==> config.mk <==
export PLATFORM = sky130hd
export DESIGN_NAME = sequenciador_soma
export DESIGN_NICKNAME = d
export VERILOG_FILES = /design/src/rtl/sequenciador_soma.sv
export SDC_FILE = /design/constraint.sdc
export NUM_CORES = 1
export LEC_CHECK = 0
export BUFFER_PORTS_ARGS = -buffer_cell sky130_fd_sc_hd__buf_4
export CAP_MARGIN = 30
export CORE_UTILIZATION = 30
export CTS_BUF_LIST = sky130_fd_sc_hd__clkbuf_8
export DETAILED_ROUTE_END_ITERATION = 6
export PLACE_DENSITY = 0.52
export SLEW_MARGIN = 15
export SYNTH_ARGS = -nofsm -noshare
export SYNTH_HDL_FRONTEND = slang
export SYNTH_SLANG_ARGS = --single-unit
==> constraint.sdc <==
create_clock -name clk -period 4.5 [get_ports clk]
set_input_delay 0.9 -clock clk [delete_from_list [all_inputs] [get_ports clk]]
set_output_delay 0.9 -clock clk [all_outputs]
set_load 0.01 [all_outputs]
==> src/rtl/sequenciador_soma.sv <==
// Nibble-serial add/subtract controller.
// One 4-bit ripple adder is reused across NIBBLES cycles per operation.
module somador (
  input  logic [3:0] a,
  input  logic [3:0] b,
  input  logic       cin,
  output logic [3:0] s,
  output logic       cout
);

  logic c;

  always_comb begin
    c = cin;
    s = '0;
    for (int i = 0; i < 4; i++) begin
      s[i] = a[i] ^ b[i] ^ c;
      c    = (a[i] & b[i]) | (c & (a[i] ^ b[i]));
    end
    cout = c;
  end

endmodule

module sequenciador_soma #(
  parameter int NIBBLES = 4
) (
  input  logic                 clk,
  input  logic                 rst_n,
  input  logic                 start,
  input  logic                 op,
  input  logic [4*NIBBLES-1:0] a,
  input  logic [4*NIBBLES-1:0] b,
  output logic                 ready,
  output logic                 busy,
  output logic                 done,
  output logic [4*NIBBLES-1:0] result,
  output logic                 carry,
  output logic                 overflow,
  output logic                 zero
);

  localparam int W  = 4 * NIBBLES;
  localparam int IW = $clog2(NIBBLES);
  localparam logic [IW-1:0] LAST = IW'(NIBBLES - 1);

  typedef enum logic [1:0] {
    S_IDLE,
    S_CALC,
    S_DONE
  } state_t;

  state_t        state;
  logic [IW-1:0] idx;
  logic [W-1:0]  opa;
  logic [W-1:0]  opb;
  logic [W-1:0]  work;
  logic [W-1:0]  work_nx;
  logic          cy;
  logic [3:0]    nib_a;
  logic [3:0]    nib_b;
  logic [3:0]    nib_s;
  logic          nib_co;

  assign nib_a = opa[{idx, 2'b00} +: 4];
  assign nib_b = opb[{idx, 2'b00} +: 4];

  somador u_somador (
    .a    (nib_a),
    .b    (nib_b),
    .cin  (cy),
    .s    (nib_s),
    .cout (nib_co)
  );

  // Work word as it will look once the current slice lands.
  always_comb begin
    work_nx = work;
    work_nx[{idx, 2'b00} +: 4] = nib_s;
  end

  always_ff @(posedge clk or negedge rst_n) begin
    if (!rst_n) begin
      state    <= S_IDLE;
      idx      <= '0;
      opa      <= '0;
      opb      <= '0;
      work     <= '0;
      cy       <= 1'b0;
      ready    <= 1'b1;
      busy     <= 1'b0;
      done     <= 1'b0;
      result   <= '0;
      carry    <= 1'b0;
      overflow <= 1'b0;
      zero     <= 1'b0;
    end else begin
      done <= 1'b0;
      unique case (state)
        S_IDLE: begin
          if (start) begin
            opa   <= a;
            opb   <= op ? ~b : b;
            cy    <= op;
            idx   <= '0;
            state <= S_CALC;
            ready <= 1'b0;
            busy  <= 1'b1;
          end
        end
        S_CALC: begin
          work <= work_nx;
          cy   <= nib_co;
          idx  <= idx + IW'(1);
          if (idx == LAST) begin
            state    <= S_DONE;
            busy     <= 1'b0;
            done     <= 1'b1;
            result   <= work_nx;
            carry    <= nib_co;
            overflow <= (opa[W-1] == opb[W-1]) &&
                        (work_nx[W-1] != opa[W-1]);
            zero     <= (work_nx == '0);
          end
        end
        S_DONE: begin
          state <= S_IDLE;
          ready <= 1'b1;
        end
        default: begin
          state <= S_IDLE;
          ready <= 1'b1;
          busy  <= 1'b0;
        end
      endcase
    end
  end

endmodule

==> results.yml, run 1 <==
outcome:
  outcome: "completed"
setup_path:
  reg2reg_slack_ns: 0.88
  timing.rr.start: "idx[0]"
  criticalPathCategory: "reg -> reg"
  crit_start: "idx[0]"
  cp_data_required_time_ns: 4.75
  critPathArrivalTime_ns: 3.87
  end_kind: "flop"
  reg2reg_depth: 12
  r2r-end: "zero"
  path_max_fanout: 7
  cp-start-kind: "flop"
floorplan:
  placeableCoreArea_sq_um: 11500
  die_area_sq_um: 12200
  io_pins: 58
  fp.dieW_microns: 111
  die_h_microns: 111
  rows: 39
  start_util_pct: 30.9
route:
  vias_per_cell: 4.65
  wl_per_cell_microns: 14.5
  ant_nets: 0
  drc: 0
  dr.pass1.iters: 4
  routed_wirelength_microns: 7630
  dr_total_vias: 2446
  drt_iter0_markers: 85
finish:
  area_growth_pct: 24.3
  multiInputGateArea_sq_um: 1540
  drive_gt1_share_pct: 27.4
  nets: 424
  antenna_cells: 0
  post-route-util_pct: 38.4
  seq_area_sq_um: 1880
  n_fill_cell: 1157
  fin_cells: 526
clock_network:
  cts.clk_slew.worst_paths_ns: 0.08
  cts_resized: 0
  cts_tree: "built"
  clock_sinks: 75
  clockBufferDepth: 2
  ctsHoldBuffers: 0
  cts_setup_buffers: 0
  clock-root-buffer: "clkbuf_8"
  clock_latency_ns: 0.36
  htreeDepth: 3
  cts_made_buffers: 9
synthesis:
  synthMostInstantiatedCell: "dfrtp_1"
  synth_common_cells: "dfrtp_1, nand2_1, o21ai_0"
  synth_area_leaders: "dfrtp_1, mux2_2, o21ai_0"
  synth_fp_nets: 369
  synth_async_sr_flop_share_pct: 100
  ys.flop_type: "dfrtp_1"
  seq_area_frac_synth_pct: 53.0
  synth_cell_types: 32
  postSynthCellCount: 323
  yosys.area.top_type: "dfrtp_1"
  synth_top_area_share_pct: 52.3
  avgSynthCellArea_sq_um: 11.0
  synthesis.area_sq_um: 3540
  ys_seq_elements: 75
  synth_enable_flop_cells: 0
  ys_warn_count: 0
sta:
  fin_ws_ns: 0.876
  rsz0062_at_grt: "no"
  fin_setup_tns_ns: 0
  finClkSkew_ns: 0.0118
  period_share_pct: 80.5
  max_slew_margin_pct: 50.2
  period_needed_ns: 3.62
  drv_slew: 0
  max_freq_mhz: 276
  setup_viol: 0
  hold_viol: 0
  timing.hold.ws_ns: 0.480
  tightest_slew_ns: 0.746
global_route:
  grt-busiest-layer: "met2"
  first_global_vias: 2486
  overflow: 0
  use_met3_pct: 4.05
  use_met1_pct: 18.0
  grt_use_met2_pct: 19.8
  grt_start_max_net_pins: 76
  grtUsageTotal_pct: 13.2
  grt_pass1_wl_microns: 12800
  antenna_found_initial: 0
run:
  cap_violations: 0
power_and_ir_drop:
  p_leak_uw: 0.00199
  ir_drop_uv: 357
  p_per_area_nw_per_um2: 768
placement:
  portBuffers: 57
  dp_hpwl_microns: 5420
  post-place-ws_ns: 0.874
  dp_cells: 508
  gp_congestion: 0.772
hold_path:
  min_to: "work[12]"
  min_path_type: "reg -> reg"
  hold_path_depth: 2
  hold_start: "work[12]"
==> cell families after synthesis <==
kind of cell,Yosys count,synth area share [%]
multiplexers,24,10.3
flip-flops,75,53.0
XOR/XNOR,16,3.96
AND/OR/NAND/NOR,93,12.9
buffers and inverters,32,3.71
adder cells (fa/ha/maj),10,4.38
AO/OA/AOI/OAI,73,11.7
==> through the flow <==
| step | instance area (sq um) | total power [uW] |
|---|---|---|
| floorplan | 3540 | 2170 |
| global placement | 4100 | 2680 |
| detailed placement | 4100 | 2710 |
| CTS | 4370 | 3410 |
| global route | 4400 | 3660 |
| finish | 4400 | 3380 |
==> power breakdown <==
group          switching (uW)  internal, uW
clock                     255           440
sequential                209           962
combinational             852           661
total                    1320          2060
==> metal layers <==
| metal | part of all wire (%) | wire length, microns |
|---|---|---|
| met1 | 48 | 3680 |
| met2 | 46 | 3480 |
| met3 | 4.8 | 368 |
| met4 | 1.2 | 90 |
| met5 | 0 | 0 |
==> cell type report <==
cell class | count | share of cell area, %
Sequential cell | 75 | 42.7
Clock buffer | 10 | 3.13
Tap cell | 143 | 4.06
Inverter | 15 | 1.28
Multi-Input combinational cell | 216 | 35.0
Clock inverter | 6 | 3.10
Timing Repair Buffer | 61 | 10.8
==> placed cells by master (no fill, tap or decap), drive strengths merged <==
cell,instances
or3,1
nor2b,19
clkbuf,10
nand2b,1
inv,15
clkinv,1
nor2,23
nand4,4
a22oi,1
bufinv,4
a21oi,16
and3b,1
a2bb2oi,1
clkinvlp,1
a22o,1
xnor2,16
nor3b,3
fa,4
o21bai,1
nand3b,1
ha,6
o21ai,34
a31oi,16
a311oi,1
dfstp,1
a21o,1
nand3,2
dfrtp,74
buf,61
mux2,16
o41ai,1
nand2,38
mux4,8
==> how the worst max path moves through the flow <==
stage,to,cells past startpoint,slack (ns)
floorplan,zero,13,1.03
global placement,zero,12,0.98
detailed placement,zero,12,0.87
CTS,zero,12,0.83
global route,zero,12,0.57
finish,zero,12,0.88
==> state kept, by name (all words and copies together) (netlist names) <==
signal and cells:
opa 16, opb 16, result 16, work 16
idx 2, state 2, busy 1, carry 1
cy 1, done 1, overflow 1, ready 1
zero 1
==> worst max-delay path, stage by stage (launching register included) <==
cell,delay (ns)
dfrtp_1,0.57
mux4_2,0.55
inv_1,0.09
fa_1,0.17
inv_1,0.05
fa_1,0.35
inv_1,0.07
fa_1,0.17
inv_1,0.05
fa_1,0.55
a311oi_1,0.41
nand4_1,0.19
o41ai_2,0.31
No activity file was read; power rests on OpenSTA's default activity.
==> run 2: changes to the inputs <==
--- a/config.mk
+++ b/config.mk
@@ -10,7 +10,7 @@
 export CORE_UTILIZATION = 30
 export CTS_BUF_LIST = sky130_fd_sc_hd__clkbuf_8
 export DETAILED_ROUTE_END_ITERATION = 6
-export PLACE_DENSITY = 0.52
+export PLACE_DENSITY = 0.54
 export SLEW_MARGIN = 15
 export SYNTH_ARGS = -nofsm -noshare
 export SYNTH_HDL_FRONTEND = slang
==> constraint.sdc (replaced) <==
create_clock -name clk -period 3.15 [get_ports clk]
set_input_delay 0.63 -clock clk [delete_from_list [all_inputs] [get_ports clk]]
set_output_delay 0.63 -clock clk [all_outputs]
set_load 0.01 [all_outputs]
==> results.yml, run 2 (synthesis results as in run 1) <==
finish:
  final_common_cell: "dfrtp_1"
  area_growth_pct: 25.6
  nets: 435
  antenna_cells: 0
  n_fill_cell: 1124
  fin_cells: 537
  multiInputGateArea_sq_um: 1580
  post-route-util_pct: 38.8
  seq_area_sq_um: 1880
  layout_common_cells: "dfrtp_1, buf_4, nand2_1"
  drive_gt1_share_pct: 32.2
clock_network:
  clockBufferDepth: 2
  clock_sinks: 75
  clock-root-buffer: "clkbuf_8"
  cts_tree: "built"
  htreeDepth: 3
  clock_latency_ns: 0.35
  cts_made_buffers: 9
  cts.clk_slew.worst_paths_ns: 0.08
  ctsHoldBuffers: 0
sta:
  timing.hold.ws_ns: 0.260
  fin_ws_ns: -0.00731
  setup_viol: 1
  period_needed_ns: 3.16
  max_freq_mhz: 317
  period_share_pct: 100
  hold_viol: 0
  tightest_slew_ns: 0.613
  max_slew_margin_pct: 59.0
  drv_slew: 0
  rsz0062_at_grt: "yes"
  finClkSkew_ns: 0.0153
floorplan:
  die_h_microns: 111
  placeableCoreArea_sq_um: 11500
  rows: 39
  die_area_sq_um: 12200
  fp.dieW_microns: 111
  io_pins: 58
  start_util_pct: 30.9
route:
  wl_per_cell_microns: 14.4
  dr_total_vias: 2525
  drc: 0
  drt_iter0_markers: 90
  dr.pass1.iters: 4
  ant_nets: 0
  routed_wirelength_microns: 7710
  vias_per_cell: 4.70
global_route:
  grt_pass1_wl_microns: 13300
  grtUsageTotal_pct: 13.8
  overflow: 0
  first_global_vias: 2616
  antenna_found_initial: 0
  grt_start_max_net_pins: 45
setup_path:
  crit_slowest_cell: "fa_2"
  critPathArrivalTime_ns: 3.43
  cp_data_required_time_ns: 3.42
  reg2reg_slack_ns: -0.007
  path_max_fanout: 5
  critPathMostFrequentCell: "fa_2"
  cp_slowest_stage_delay_ns: 0.62
  criticalPathCategory: "reg -> reg"
  end_kind: "flop"
  cp-start-kind: "flop"
  path_cells: "buf_4 -> buf_4 -> mux4_2 -> fa_2 -> inv_2 -> fa_2 -> inv_2 -> fa_2 -> a31oi_4 -> or3_1 -> a31oi_1"
power_and_ir_drop:
  ir_drop_uv: 459
  power_uw: 4800
  p_per_area_nw_per_um2: 1080
  p_leak_uw: 0.00201
outcome:
  outcome: "complete, but fails checks"
  violations: "setup timing"
placement:
  dp_hpwl_microns: 5620
  dp_cells: 518
  portBuffers: 57
  gp_congestion: 0.780
hold_path:
  min_path_type: "in -> async"
run:
  cap_violations: 0
## run 2: routing by layer
| layer | vias to the layer above | global-route usage, % | part of all wire (%) |
|---|---|---|---|
| li1 | 1241 | - | - |
| met2 | 64 | 21.9 | 47 |
| met4 | 0 | 3.20 | 0.73 |
| met5 | - | 0 | 0 |
| met1 | 1215 | 18.3 | 47 |
| met3 | 5 | 4.37 | 5.3 |
## run 2: metrics by stage
step,setup slack (ns),instance area [sq um],TNS [ns]
after floorplan,-0.0745,3570,-0.117
after global placement,-0.0429,4200,-0.0429
after detailed placement,-0.104,4200,-0.143
after CTS,-0.0400,4430,-0.0462
after global routing,-0.137,4450,-0.273
final,-0.00731,4450,-0.00731
## run 2: path summary, 6_finish.rpt
| path | to | from | depth (start not counted) |
|---|---|---|---|
| setup / recovery | overflow | idx[0] | 11 |
| hold / removal | result[13] | rst_n | 1 |
| setup reg to reg | overflow | idx[0] | 11 |
| hold reg to reg | work[0] | work[0] | 2 |
| max in group asynchronous | ready | rst_n | 2 |
| min in group clk | work[0] | work[0] | 2 |
## run 2: power by group
group | switching [uW] | total [uW] | internal, uW
Clock | 354 | 759 | 405
Combinational | 1340 | 2430 | 1080
Sequential | 242 | 1620 | 1380
Total | 1940 | 4800 | 2860
## run 2: critical path, delay by kind of cell (launching register included)
family                     cells  cell delay, ns
adders and majority gates      3            1.20
buffers and inverters          4            0.37
and+or+nand+nor                1            0.32
AOI/OAI and AO/OA              2            0.29
DFF                            1            0.43
muxes                          1            0.44
## run 2: area by class of cell
type | instances | share of cell area, %
inverter | 15 | 1.27
clock inverter | 5 | 1.21
tap | 143 | 4.02
sequential | 75 | 42.2
multi-input combinational | 216 | 35.5
timing repair buffer | 72 | 12.4
clock buffer | 11 | 3.40
## run 2: timing repair
item                                    in CTS  in global routing
resized for setup                            8                  1
buffers inserted                             2                  0
pin swaps                                    5                  2
endpoints found under the setup margin       2                  3
